==> src/rtl/val_ready_pkg.sv <==
// Shared definitions for the valid/ready pipeline stages: skid buffer state
// encoding and the default data width.
package val_ready_pkg;

  localparam int DATA_W = 32;

  typedef enum logic [1:0] {
    EMPTY = 2'b00,
    BUSY  = 2'b01,
    FULL  = 2'b10
  } skid_state_e;

endpackage : val_ready_pkg

==> src/rtl/val_ready_skid_buffer.sv <==
// Two-entry skid buffer: registered valid/ready slice with full throughput.
// Optional upstream stall counter enabled by VAL_READY_SKID_STALL_CNT_EN.
module val_ready_skid_buffer
  import val_ready_pkg::*;
#(
  parameter int DW = DATA_W,
  parameter int CW = 16
) (
  input  logic          clk_i,
  input  logic          rst_i,
  input  logic          valid_i,
  output logic          ready_o,
  input  logic [DW-1:0] data_in,
  output logic          valid_o,
  input  logic          ready_i,
  output logic [DW-1:0] data_out
`ifdef VAL_READY_SKID_STALL_CNT_EN
  ,
  output logic [CW-1:0] stall_cnt_o
`endif
);

  skid_state_e   state_q, state_d;
  logic [DW-1:0] main_q, skid_q;
  logic          beat_in, beat_out;
  logic          load_main, load_skid, main_from_skid;

  // Handshake outputs decode from the state flops only, keeping ready_o and
  // valid_o free of any combinational path from valid_i/ready_i.
  assign valid_o  = (state_q != EMPTY);
  assign ready_o  = (state_q != FULL);
  assign data_out = main_q;

  assign beat_in  = valid_i && ready_o;
  assign beat_out = valid_o && ready_i;

  always_ff @(posedge clk_i or posedge rst_i) begin
    // NOTE: sequential state uses non-blocking (<=) so every flop samples the
    // pre-edge values; blocking here would create order-dependent races.
    if (rst_i) state_q <= EMPTY;
    else       state_q <= state_d;
  end

  always_comb begin
    // NOTE: every output of this block is defaulted first; a path that leaves
    // one unassigned would infer a latch.
    state_d        = state_q;
    load_main      = 1'b0;
    load_skid      = 1'b0;
    main_from_skid = 1'b0;
    unique case (state_q)
      EMPTY: begin
        if (beat_in) begin
          state_d   = BUSY;
          load_main = 1'b1;
        end
      end
      BUSY: begin
        if (beat_in && beat_out) begin
          load_main = 1'b1;
        end else if (beat_in) begin
          state_d   = FULL;
          load_skid = 1'b1;
        end else if (beat_out) begin
          state_d = EMPTY;
        end
      end
      FULL: begin
        if (beat_out) begin
          state_d        = BUSY;
          load_main      = 1'b1;
          main_from_skid = 1'b1;
        end
      end
      default: state_d = EMPTY;
    endcase
  end

  always_ff @(posedge clk_i or posedge rst_i) begin
    // NOTE: the data registers are reset (not just the state) so data_out
    // reads a defined zero after reset instead of a stale beat.
    if (rst_i) begin
      main_q <= '0;
      skid_q <= '0;
    end else begin
      if (load_main) main_q <= main_from_skid ? skid_q : data_in;
      if (load_skid) skid_q <= data_in;
    end
  end

`ifdef VAL_READY_SKID_STALL_CNT_EN
  logic [CW-1:0] stall_cnt_q;

  // Counts upstream cycles refused by a full buffer; saturates, never wraps.
  always_ff @(posedge clk_i or posedge rst_i) begin
    if (rst_i) begin
      stall_cnt_q <= '0;
    end else if (valid_i && !ready_o && (stall_cnt_q != {CW{1'b1}})) begin
      stall_cnt_q <= stall_cnt_q + 1'b1;
    end
  end

  assign stall_cnt_o = stall_cnt_q;
`else
  logic unused_cw;
  assign unused_cw = (CW > 0);
`endif

endmodule : val_ready_skid_buffer

==> config.mk <==
export PLATFORM = sky130hd
export DESIGN_NAME = val_ready_skid_buffer
export DESIGN_NICKNAME = d
export VERILOG_FILES = /design/src/rtl/val_ready_pkg.sv /design/src/rtl/val_ready_skid_buffer.sv
export SDC_FILE = /design/constraint.sdc
export NUM_CORES = 1
export LEC_CHECK = 0
export ABC_AREA = 1
export BUFFER_PORTS_ARGS = -buffer_cell sky130_fd_sc_hd__buf_2
export CAP_MARGIN = 15
export CELL_PAD_IN_SITES_DETAIL_PLACEMENT = 0
export CELL_PAD_IN_SITES_GLOBAL_PLACEMENT = 1
export CORE_UTILIZATION = 42
export CTS_CLUSTER_SIZE = 25
export DETAILED_ROUTE_END_ITERATION = 6
export PLACE_DENSITY_LB_ADDON = 0.1
export SETUP_SLACK_MARGIN = 0.1
export SYNTH_ARGS = -nofsm -noshare
export SYNTH_HDL_FRONTEND = slang
export SYNTH_SLANG_ARGS = --single-unit
==> constraint.sdc <==
create_clock -name clk_i -period 3.3 [get_ports clk_i]
set_input_delay 0.495 -clock clk_i [delete_from_list [all_inputs] [get_ports clk_i]]
set_output_delay 0.495 -clock clk_i [all_outputs]
set_load 0.005 [all_outputs]
==> metrics.csv <==
metric;value;unit
outcome;complete, no violations;
tightest_slew;0.618;ns
cpPeakStageDelay;0.63;ns
crit_chain;buf_4, nand3_2, nand2_2, nand2_1, nand2_1;
synth_area;3200;sq um
netlist_top_cells_area;dfrtp_1, nand2_1, nand3_1;
ys_seq_area_share;51.6;%
fin_crit_sh;60.0;%
power;2.49;mW
dp_cells;547;
hold_viol_final;0;
ioPinCount;70;
grt_pass1_wl;13600;microns
tritoncts;built;
die_h;89.3;microns
hpwl;4950;microns
yosysTopAreaCell;dfrtp_1;
synth_warnings;0;
port_buffers;69;
cts_root_buf;clkbuf_8;
detail-route-antenna-nets;0;
first_global_vias;2715;
cap_violations;0;
synth_ff_type;dfrtp_1;
area_delta_synth_final;17.1;%
rsz0062_at_grt;false;
detail_route.first_pass.iterations;4;
clk_path_buf_depth;2;
r2r_slack;1.32;ns
cts_hold_buf;0;
htreeDepth;3;
gp_congestion;0.780;
vias;2881;
antenna_found_initial;0;
post-route-drc-count;0;
clk_latency;0.34;ns
cts.sinks;66;
cp_max_fo;32;
dieArea;7980;sq um
relSlewSlack;58.6;%
finish.net_count;496;
synth_commonest_cells;nand2_1, dfrtp_1, nand3_1;
syn_avg_cell_area;7.93;sq um
synth_top_cell_area_share;51.6;%
path_class;register to register;
reg2reg_to;data_out[13];
power.density;664;nW/um^2
slew_viol_final;0;
irDropWorstVdd;0.000276;V
async_flop_share;100;%
insertedDiodeCount;0;
finalSetupTns;0;ns
slowest_stage;nand2_2;
cp_common_cell;nand2_1;
syn-num-nets;440;
cts_buffers;9;
endpoint_kind;register;
drive_above_1_share;21.1;%
yosysMostFrequentCell;nand2_1;
regToRegStartpoint;state_q[1];
num-fill-cells;747;
wl_per_cell;14.4;microns
post-route-min-period;1.98;ns
cts_resized;0;
overflow;0;
post_cts_buffers;0;
via_per_inst;5.11;
layout.cells.non_filler;564;
leakage;2.12;nW
cp_data_arrival_time;2.27;ns
synth_edf_count;0;
drt_iter0_drc;191;
synth_cell_type_count;15;
die_w;89.3;microns
setup.worst_path.start_class;register;
num_rows;31;
final_area;3750;sq um
dpl_cell_area;3520;sq um
ys_ff_latch;66;
clkSlewWorstSetupHoldPaths;0.07;ns
syn_inst;404;
grtUsageTotal;22.8;%
grt_max_degree;52;
drt_wl_total;8150;microns
fmax;0.505;GHz
start_util;43.7;%
core_area;7330;sq um
clock-skew-final;0.00721;ns
rr_worst_depth;5;
setup_viol;0;
hold_path.class;input port to asynchronous set/reset pin;
critical_path_required;3.58;ns
how the worst max path moves through the flow:
stage	startpoint	end	slack, ns
final	state_q[1]	data_out[13]	1.32
after global routing	state_q[1]	data_out[9]	1.09
after CTS	state_q[1]	data_out[5]	1.31
after detailed placement	ready_i	skid_q[14]	1.06
after global placement	ready_i	skid_q[8]	1.06
after floorplan	rst_i	data_out[0]	1.15
logic make-up after synthesis:
group                  Yosys count  synth area share [%]
DFF                             66                  51.6
buffers and inverters           39                  7.34
AOI/OAI and AO/OA                1                 0.156
and+or+nand+nor                298                  40.9
critical path: cells and delay by family, from the launching register on:
kind / cells / cell delay (ns)
simple gates: 4 / 1.27
flops: 1 / 0.35
buf+inv: 1 / 0.28
layout make-up:
class	instances	area, sq um	share of cell area, %
sequential	66	1650	44.0
clock buffer	14	153	4.07
clock inverter	2	60.1	1.60
multi-input combinational	299	1320	35.1
inverter	6	22.5	0.600
tap	99	124	3.30
timing repair buffer	78	425	11.3
report_power, final:
part	total, mW	internal, mW	switching, mW
combinational	0.573	0.226	0.346
sequential	1.17	1.05	0.123
clock	0.752	0.448	0.304
total	2.49	1.72	0.773
per-layer routing:
metal  GRT usage [%]  share of wire [%]  vias to the layer above
met4            10.1                1.4                        0
met2            34.6                 46                       70
met5               0                  0                        -
met3            3.97                4.8                        8
met1            32.0                 48                     1367
li1                -                  -                     1436
layout by cell type, fill, tap and decap left out:
| cell | netlist | final |
|---|---|---|
| nand3_1 | 66 | 66 |
| inv_2 | 2 | 3 |
| buf_4 | 5 | 8 |
| dfrtp_1 | 66 | 66 |
| o21ai_0 | 1 | 1 |
| nor2_8 | 1 | 1 |
| nand4_1 | 32 | 32 |
| clkbuf_8 | 0 | 10 |
| nand3_2 | 1 | 1 |
| buf_12 | 0 | 1 |
| inv_1 | 4 | 3 |
| clkbuf_1 | 1 | 4 |
| nand2_2 | 3 | 3 |
| buf_2 | 20 | 69 |
| nand2_1 | 195 | 195 |
| bufinv_16 | 0 | 2 |
sequential cells by signal, summed over array words and instances (netlist names):
signal    count
skid_q       32
data_out     32
state_q       2
metrics by stage:
step,hold slack [ns],util [%],setup slack [ns]
2_1_floorplan,0.442,-,1.15
3_3_place_gp,0.454,48.0,1.06
3_5_place_dp,0.460,48.0,1.06
4_1_cts,0.394,50.9,1.31
5_1_grt,0.106,51.2,1.09
6_report,0.0905,51.2,1.32
Power figures use the tool's default switching activity.
